### src/rtl/load_unit_if.sv
// load_unit_if: request, data-memory and peripheral read channels of the load unit.
interface load_unit_if;
  logic ld_req;
  logic [31:0] A;
  logic [2:0] DMOp;
  logic ld_signed;
  logic M_EXC_DMOv;
  logic flush;
  logic m_rd_en;
  logic [31:0] m_rd_addr;
  logic [31:0] m_data_rdata;
  logic dev_req;
  logic [31:0] dev_addr;
  logic [31:0] dev_rdata;
  logic dev_rvalid;
  logic ld_busy;
  logic ld_done;
  logic [31:0] ld_data;
  logic ld_adel;
  logic ld_timeout;
  modport master (
    output ld_req, A, DMOp, ld_signed, M_EXC_DMOv, flush, m_data_rdata, dev_rdata, dev_rvalid,
    input m_rd_en, m_rd_addr, dev_req, dev_addr, ld_busy, ld_done, ld_data, ld_adel, ld_timeout
  );
  modport slave (
    input ld_req, A, DMOp, ld_signed, M_EXC_DMOv, flush, m_data_rdata, dev_rdata, dev_rvalid,
    output m_rd_en, m_rd_addr, dev_req, dev_addr, ld_busy, ld_done, ld_data, ld_adel, ld_timeout
  );
endinterface

### src/rtl/load_unit.sv
// load_unit: multi-cycle load FSM for data memory and peripherals with alignment checks and timeout.
module load_unit (
  input logic clk,
  input logic reset,
  load_unit_if.slave bus
);
  typedef enum logic [1:0] {IDLE, DMW, DEVW, EXC} state_t;
  state_t state, state_n;
  logic [3:0] cnt;
  logic [1:0] off;
  logic [2:0] op;
  logic sgn;
  logic [31:0] dev_addr_q, data_q;
  logic done_q, adel_q, tmo_q;
  logic is_h, is_b, in_dm, in_tc, in_ig, adel, accept, tmo;
  function automatic logic [31:0] ext(input logic [31:0] d, input logic [1:0] o, input logic [2:0] p, input logic s);
    logic [15:0] h;
    logic [7:0] b;
    h = o[1] ? d[31:16] : d[15:0];
    b = o[0] ? h[15:8] : h[7:0];
    return p == 3'b001 ? {{16{s & h[15]}}, h} : p == 3'b010 ? {{24{s & b[7]}}, b} : d;
  endfunction
  always_comb begin
    is_h = bus.DMOp == 3'b001;
    is_b = bus.DMOp == 3'b010;
    in_dm = bus.A < 32'h0000_3000;
    in_tc = (bus.A >= 32'h0000_7F00 && bus.A <= 32'h0000_7F0B) || (bus.A >= 32'h0000_7F10 && bus.A <= 32'h0000_7F1B);
    in_ig = bus.A >= 32'h0000_7F20 && bus.A <= 32'h0000_7F23;
    adel = bus.M_EXC_DMOv || (!is_h && !is_b && bus.A[1:0] != 2'b00) || (is_h && bus.A[0]) ||
           !(in_dm || in_tc || in_ig) || ((is_h || is_b) && in_tc);
    accept = state == IDLE && bus.ld_req && !bus.flush && !reset;
    tmo = state == DEVW && !bus.dev_rvalid && cnt == 4'hF;
    state_n = bus.flush ? IDLE :
              state == IDLE ? (bus.ld_req ? (adel ? EXC : in_dm ? DMW : DEVW) : IDLE) :
              state == DEVW && !bus.dev_rvalid && cnt != 4'hF ? DEVW : IDLE;
  end
  always_ff @(posedge clk) begin
    if (reset) begin
      state <= IDLE;
      cnt <= 4'd0;
      data_q <= 32'h0;
      done_q <= 1'b0;
      adel_q <= 1'b0;
      tmo_q <= 1'b0;
      off <= 2'b00;
      op <= 3'b000;
      sgn <= 1'b0;
      dev_addr_q <= 32'h0;
    end else begin
      state <= state_n;
      cnt <= state == DEVW ? cnt + 4'd1 : 4'd0;
      // an address error completes immediately so its pulse lines up with the EXC cycle
      done_q <= !bus.flush && ((accept && adel) || state == DMW || (state == DEVW && (bus.dev_rvalid || cnt == 4'hF)));
      adel_q <= accept && adel;
      tmo_q <= !bus.flush && tmo;
      if (accept) begin
        off <= bus.A[1:0];
        op <= bus.DMOp;
        sgn <= bus.ld_signed;
        dev_addr_q <= bus.A;
      end
      if (!bus.flush && state == DMW)
        data_q <= ext(bus.m_data_rdata, off, op, sgn);
      else if (!bus.flush && state == DEVW && bus.dev_rvalid)
        data_q <= ext(bus.dev_rdata, off, op, sgn);
    end
  end
  assign bus.m_rd_en = accept && !adel && in_dm;
  assign bus.m_rd_addr = {bus.A[31:2], 2'b00};
  assign bus.dev_req = state == DEVW && !reset;
  assign bus.dev_addr = dev_addr_q;
  assign bus.ld_busy = state != IDLE && !reset;
  assign bus.ld_done = done_q;
  assign bus.ld_data = data_q;
  assign bus.ld_adel = adel_q;
  assign bus.ld_timeout = tmo_q;
endmodule
### src/flat_wrapper.sv
// flat-port wrapper written by rule: the top's interface ports become plain ports
module load_unit_flat 
  (clk, reset, bus_ld_req, bus_A, bus_DMOp, bus_ld_signed, bus_M_EXC_DMOv, bus_flush, bus_m_data_rdata, bus_dev_rdata, bus_dev_rvalid, bus_m_rd_en, bus_m_rd_addr, bus_dev_req, bus_dev_addr, bus_ld_busy, bus_ld_done, bus_ld_data, bus_ld_adel, bus_ld_timeout);
  load_unit_if bus_i ();
  input logic clk;
  input logic reset;
  input wire logic [$bits(bus_i.ld_req)-1:0] bus_ld_req;
  input wire logic [$bits(bus_i.A)-1:0] bus_A;
  input wire logic [$bits(bus_i.DMOp)-1:0] bus_DMOp;
  input wire logic [$bits(bus_i.ld_signed)-1:0] bus_ld_signed;
  input wire logic [$bits(bus_i.M_EXC_DMOv)-1:0] bus_M_EXC_DMOv;
  input wire logic [$bits(bus_i.flush)-1:0] bus_flush;
  input wire logic [$bits(bus_i.m_data_rdata)-1:0] bus_m_data_rdata;
  input wire logic [$bits(bus_i.dev_rdata)-1:0] bus_dev_rdata;
  input wire logic [$bits(bus_i.dev_rvalid)-1:0] bus_dev_rvalid;
  output wire logic [$bits(bus_i.m_rd_en)-1:0] bus_m_rd_en;
  output wire logic [$bits(bus_i.m_rd_addr)-1:0] bus_m_rd_addr;
  output wire logic [$bits(bus_i.dev_req)-1:0] bus_dev_req;
  output wire logic [$bits(bus_i.dev_addr)-1:0] bus_dev_addr;
  output wire logic [$bits(bus_i.ld_busy)-1:0] bus_ld_busy;
  output wire logic [$bits(bus_i.ld_done)-1:0] bus_ld_done;
  output wire logic [$bits(bus_i.ld_data)-1:0] bus_ld_data;
  output wire logic [$bits(bus_i.ld_adel)-1:0] bus_ld_adel;
  output wire logic [$bits(bus_i.ld_timeout)-1:0] bus_ld_timeout;
  assign bus_i.ld_req = bus_ld_req;
  assign bus_i.A = bus_A;
  assign bus_i.DMOp = bus_DMOp;
  assign bus_i.ld_signed = bus_ld_signed;
  assign bus_i.M_EXC_DMOv = bus_M_EXC_DMOv;
  assign bus_i.flush = bus_flush;
  assign bus_i.m_data_rdata = bus_m_data_rdata;
  assign bus_i.dev_rdata = bus_dev_rdata;
  assign bus_i.dev_rvalid = bus_dev_rvalid;
  assign bus_m_rd_en = bus_i.m_rd_en;
  assign bus_m_rd_addr = bus_i.m_rd_addr;
  assign bus_dev_req = bus_i.dev_req;
  assign bus_dev_addr = bus_i.dev_addr;
  assign bus_ld_busy = bus_i.ld_busy;
  assign bus_ld_done = bus_i.ld_done;
  assign bus_ld_data = bus_i.ld_data;
  assign bus_ld_adel = bus_i.ld_adel;
  assign bus_ld_timeout = bus_i.ld_timeout;
  load_unit u_core (.clk(clk), .reset(reset), .bus(bus_i));
endmodule
### config.mk
export PLATFORM = sky130hd
export DESIGN_NAME = load_unit_flat
export DESIGN_NICKNAME = d
export VERILOG_FILES = /design/src/rtl/load_unit_if.sv /design/src/rtl/load_unit.sv /design/src/flat_wrapper.sv
export SDC_FILE = /design/constraint.sdc
export NUM_CORES = 1
export LEC_CHECK = 0
export ABC_AREA = 1
export CAP_MARGIN = 20
export CELL_PAD_IN_SITES_DETAIL_PLACEMENT = 1
export CELL_PAD_IN_SITES_GLOBAL_PLACEMENT = 2
export CORE_ASPECT_RATIO = 0.6
export CORE_MARGIN = 3
export CORE_UTILIZATION = 32
export DETAILED_ROUTE_END_ITERATION = 7
export DONT_BUFFER_PORTS = 1
export GPL_ROUTABILITY_DRIVEN = 0
export MAX_ROUTING_LAYER = met4
export PLACE_DENSITY_LB_ADDON = 0.08
export SYNTH_ARGS = -nofsm -noshare
export SYNTH_HDL_FRONTEND = slang
export SYNTH_SLANG_ARGS = --single-unit
### constraint.sdc
create_clock -name clk -period 1.98 [get_ports clk]
set_input_delay 0.396 -clock clk [delete_from_list [all_inputs] [get_ports clk]]
set_output_delay 0.396 -clock clk [all_outputs]
set_load 0.01 [all_outputs]
==> metrics.md, run 1 <==
| Metric | Value |
|---|---|
| Max clock buf depth | 2 |
| Total wire length | 18150 µm |
| Placement Setup Slack | -16.89 ps |
| Critical path class | primary input to primary output |
| Starting DRT DRC Count | between 200 and 300 |
| CORE AREA | around 14000 µm² |
| Worst Setup End Kind | primary output |
| Unique cell type count in the Yosys netlist | 30 |
| # nets final | 834 |
| DRC | 0 |
| EDFF count, synth | 0 |
| Largest net degree at the start of global routing | 42 |
| Synth area leaders | dfxtp_1, nand2_1, nand3_1 |
| Initial DRT Pass Iterations | 5 |
| Fmax | 533.4 MHz |
| Setup TNS Final | 0 ps |
| Period utilisation layout | 94.69% |
| Yosys top cell area share | 32.42% |
| Synth area leader | dfxtp_1 |
| # port buffers | 0 |
| CP max stage cell | nor2_2 |
| Seq/Total Area, Yosys | 32.42% |
| Synthesized area | 4755 µm² |
| Synthesis Warnings | 0 |
| CTS H-tree depth | 3 |
| Initial Utilization | 33.77% |
| Clock sink total | 77 |
| Cells after DPL | about 910 |
| Worst r2r path cells | 8 |
| First-pass GRT wire length | 27970 µm |
| Area grow syn2layout | 7.579% |
| Die area | 16410 µm² |
| Final hold violation count | 0 |
| Worst skew pair latency | about 340 ps |
| Slew Limit Fails | 0 |
| Filler instances | 1858 |
| Leading cell type by number of instances after synthesis | nand2_1 |
| CTS Hold Buffers Added | 0 |
| Die W | roughly 160 µm |
| Clk pin slew, worst setup/hold paths | 70 ps |
| Skew final | 7.434 ps |
| Proportion of layout cells with a drive suffix above 1 | 10.11% |
| VDD IR max | 0.0003495 V |
| Tot GR Track Use | 22.68% |
| Worst-path cell chain | nor2_1 > nand2_1 > nor2_2 > nand2_1 > nor2_1 > nand3_2 > nor2_1 > buf_4 |
| WL per Instance | between 15 and 20 µm |
| Site Rows | 33 |
| Syn avg cell area | 6.240 µm² |
| Unrepaired setup endpoints after global routing | no |
| Dpl cell area | 4765 µm² |
| Ant. Diodes | 0 |
| FFs w/ async S/R, synth | 0% |
| Layout Cells excl Fill | 924 |
| Cell count after synthesis | 762 |
| DRT antenna net count | 0 |
| Final core utilization | 36.33% |
| Hold path cells | 1 |
| WP data arrival | between 1000 and 1500 ps |
| Most used cell, CP | nor2_1 |
| Post-CTS setup buffers | 0 |
| Yosys reg bits | 77 |
| Commonest cells in the netlist | nand2_1, nand3_1, dfxtp_1 |
| Setup Viol. Count Final | 0 |
| Top_reg_cell synth | dfxtp_1 |
| Leak | 2.483 nW |
| CTS root buf | clkbuf_16 |
| CTS tree | yes |
| Dpl hpwl | 14320 µm |
| Total global routing overflow | 0 |
| Max Cap Viol | 0 |
| Post-DR vias/cell | 5.200 |
| Max FO, Critical Path | 3 |
| DIE HEIGHT | 100.4 µm |
| Status | finished, final reports clean |
| Relative slew slack | 59.67% |
| Vias in the first global route | 4907 |
| # IOs | 208 |
| Min Hold Slack | roughly 120 ps |
| Via count | 4805 |
| Antenna violations before repair | 0 |
| Min-Delay Path Class | primary input to flip-flop |
| Fin area | 5115 µm² |
| Post-route setup slack | 105.1 ps |
| CP Data Required Time | 1580 ps |
| Final Power | 4.059 mW |
| P per Cell Area | slightly below 800 nW/µm² |
| Min cycle time layout | roughly 1900 ps |
| Slew @ Worst Pin | a little over 600 ps |
| Startpoint types | primary input |
| Largest stage delay, worst path | 230 ps |
| Inserted Clock Buffers | 9 |
## worst max-delay path: cells and delay by family
family	cells	cell delay (ps)
simple gates	7	950
buf+inv	1	140
## flip-flops by register name, summed over array words and instances (netlist names), 2 cells and up
name / count
u_core.bus.dev_addr: 32
u_core.bus.ld_data: 32
u_core.cnt: 4
u_core.op: 3
u_core.state: 2
## layout by cell type (no fill, tap or decap), types with 2 or more instances in the layout
cell | synthesis | routed
inv_8 | 0 | 2
clkbuf_16 | 0 | 9
inv_1 | 70 | 70
nor3_4 | 3 | 3
nand3_2 | 1 | 2
or2_2 | 8 | 8
bufinv_16 | 0 | 2
nand4_2 | 2 | 2
o21ai_0 | 42 | 42
mux2i_1 | 13 | 13
o21ai_1 | 14 | 12
buf_4 | 34 | 21
a21oi_1 | 56 | 56
o21ai_2 | 1 | 3
nand2_1 | 257 | 257
inv_2 | 9 | 9
nand2_2 | 2 | 2
dfxtp_1 | 77 | 77
o22ai_1 | 2 | 2
nor2_2 | 3 | 6
nor2_1 | 35 | 32
conb_1 | 1 | 2
o211ai_1 | 7 | 7
nand3_1 | 84 | 83
inv_6 | 0 | 2
## final cells by class
type	instances	area, µm²	share of cell area [%]
timing repair buffer	23	192.7	3.767
clock inverter	7	105.1	2.055
inverter	79	296.5	5.797
multi-input combinational	537	2514	49.14
sequential	77	1541	30.14
tap	192	240.2	4.697
clock buffer	9	225.2	4.403
## cells by family (layout without fill, tap and decap cells)
kind of cell	after synthesis	count (layout)	share of synthesized area, %
other	1	2	0.07887
buffers and inverters	149	118	15.21
AND/OR/NAND/NOR	398	398	35.79
multiplexers	13	13	2.737
AO/OA/AOI/OAI	123	123	13.50
flip-flops	77	77	32.42
adder cells (fa/ha/maj)	1	1	0.2631
## per-layer routing
layer  up-vias  GRT usage [%]  part of all wire (%)
met5         -              -                     0
met4         0          4.288                  0.69
met3        14          6.928                   8.6
met2       165          31.21                    40
met1      2295          32.62                    50
li1       2331              -                     -
## repair_timing
item	4_1_cts	5_1_grt
setup endpoints to repair	1	3
gates resized for setup	1	5
pin swaps	0	0
gates cloned	0	0
## power breakdown
| group | total (mW) | switching, mW | internal (mW) |
|---|---|---|---|
| clock | 1.90 | 0.765 | 1.13 |
| combinational | 0.497 | 0.320 | 0.177 |
| sequential | 1.67 | 0.0637 | 1.60 |
| total | 4.06 | 1.15 | 2.91 |
## worst paths after layout
check | end | slack [ps] | start
setup reg to reg | u_core.bus.ld_data[1] | 130 | u_core.state[0]
hold reg to reg | u_core.cnt[0] | 460 | u_core.cnt[0]
hold / removal | u_core.bus.dev_addr[23] | 120 | reset
setup / recovery | bus_m_rd_en | 110 | bus_A[24]
Power figures use the tool's default switching activity.
==> run 2: changes to the inputs <==
- CORE_MARGIN: 3 -> not set
- CORE_UTILIZATION: 32 -> 34
- RECOVER_POWER: not set -> 100
- clock period: 1.98 -> 2.4 ns (I/O delays scaled with it)
==> metrics.md, run 2 (synthesis results as in run 1) <==
| Metric | Value |
|---|---|
| Slew Limit Fails | 0 |
| WL per Instance | 18.80 µm |
| CP top delay family | simple AND/OR/NAND/NOR gates |
| CORE AREA | 13670 µm² |
| Min cycle time layout | approximately 2100 ps |
| Total global routing overflow | 0 |
| Max FO, Critical Path | 26 |
| Antenna violations before repair | 1 |
| Period utilisation layout | 87.70% |
| Min Hold Slack | 205.8 ps |
| Fin area | 4996 µm² |
| FF-to-FF setup slack | 320 ps |
| Post-DR vias/cell | 5.158 |
| FF-to-FF End | u_core.bus.ld_data[13] |
| CP Launch Point | u_core.state[1] |
| Clk pin slew, worst setup/hold paths | ~70 ps |
| Skew final | ~9.2 ps |
| CP Buf/Inv Count | 2 |
| Initial DRT Pass Iterations | 5 |
| Met1 Wirelength | 8794 µm |
| Worst Setup End Kind | primary output |
| Die area | 14480 µm² |
| Most frequent cells in the layout | nand2_1, nand3_1, dfxtp_1, inv_1, a21oi_1 |
| Max Cap Viol | 0 |
| Post-CTS setup buffers | 0 |
| Min-Delay Path Class | primary input to flip-flop |
| Final hold violation count | 0 |
| Setup Viol. Count Final | 0 |
| Placement Setup Slack | 331.4 ps |
| # port buffers | 0 |
| Worst skew pair latency | 340 ps |
| Starting DRT DRC Count | ~310 |
| Vias in the first global route | 4858 |
| Total wire length | ~17000 µm |
| Clock sink total | 77 |
| Critical path class | flip-flop to primary output |
| Die W | 154.7 µm |
| Unrepaired setup endpoints after global routing | no |
| P per Cell Area | 642.7 nW/µm² |
| Most used cell, CP | nor2_1 |
| Post-route setup slack | between 200 and 300 ps |
| Dpl hpwl | 13340 µm |
| CTS H-tree depth | 3 |
| Dpl cell area | 4725 µm² |
| Metal3 WL | 1512 µm |
| VDD IR max | 0.0003120 V |
| # nets final | ~830 |
| Largest net degree at the start of global routing | 36 |
| CTS resizes | 0 |
| Commonest non-fill, non-tap cell in the layout | nand2_1 |
| Via count | 4740 |
| Status | finished, final reports clean |
| Slew @ Worst Pin | 876.3 ps |
| WP data arrival | approximately 1600 ps |
| First-pass GRT wire length | 27240 µm |
| CP max stage cell | dfxtp_1 |
| Leak | roughly 2.4 nW |
| Top layer in use | met4 |
| Critical Path Stages | 5 |
| CTS root buf | clkbuf_16 |
| Site Rows | 33 |
| Worst r2r path cells | 9 |
| Tot GR Track Use | 25.35% |
| Proportion of layout cells with a drive suffix above 1 | 7.713% |
| Fmax | 475.1 MHz |
| CTS Hold Buffers Added | 0 |
| Inserted Clock Buffers | 9 |
| Relative slew slack | 41.36% |
| Largest stage delay, worst path | about 350 ps |
| Startpoint types | flip-flop |
| DRC | 0 |
| DRT antenna net count | 0 |
| Initial Utilization | 34.79% |
| CTS tree | yes |
| Crit path to | bus_m_rd_en |
| DIE HEIGHT | 93.60 µm |
| R2R Path Start | u_core.bus.dev_addr[1] |
| Area grow syn2layout | 5.079% |
| Setup TNS Final | 0 ps |
| Worst-path cell chain | nor2_1 > nand3_1 > clkbuf_4 > nor2_1 > buf_4 |
| Final Power | roughly 3.2 mW |
| # IOs | 208 |
| Metal2 WL | between 6000 and 7000 µm |
| CP Data Required Time | 1920 ps |
| Max clock buf depth | 2 |
## run 2: changes by cell type in the layout (fill, tap and decap cells not counted), sizes merged
| cell | before | now |
|---|---|---|
| buf | 23 | 13 |
| bufinv | 2 | 1 |
| clkbuf | 9 | 13 |
| clkinvlp | 0 | 2 |
| diode | 0 | 1 |
| inv | 83 | 82 |
## run 2: through the flow
step	utilization, %	cells
after floorplan	-	763
after global placement	34.57	902
after detailed placement	34.57	902
after CTS	36.81	918
after global routing	36.56	919
final	36.56	919
## run 2: layout make-up
type | count | area, µm²
tap | 192 | 240.2
timing repair buffer | 17 | 131.4
clock inverter | 7 | 81.33
inverter | 79 | 296.5
antenna | 1 | 2.502
multi-input combinational | 537 | 2477
clock buffer | 9 | 225.2
fill | 1832 | 8671
sequential | 77 | 1541
## run 2: worst min path at each step
| stage | startpoint | to | slack (ps) | depth (start not counted) |
|---|---|---|---|---|
| final | reset | u_core.bus.dev_addr[21] | 210 | 1 |
| after global routing | reset | u_core.bus.dev_addr[23] | 190 | 1 |
| after CTS | reset | u_core.bus.dev_addr[24] | 190 | 1 |
| after detailed placement | u_core.cnt[0] | u_core.cnt[0] | 450 | 1 |
| after global placement | u_core.cnt[0] | u_core.cnt[0] | 430 | 1 |
| after floorplan | u_core.cnt[0] | u_core.cnt[0] | 420 | 1 |
## run 2: layer usage
layer,GRT usage [%],up-vias
li1,-,2309
met1,35.10,2235
met2,35.82,177
met3,7.692,19
met4,5.363,0
met5,-,-
## run 2: power breakdown
group,internal (mW),switching (mW),leakage [nW]
combinational,0.140,0.256,1.65
sequential,1.32,0.0533,0.625
clock,0.823,0.617,0.146
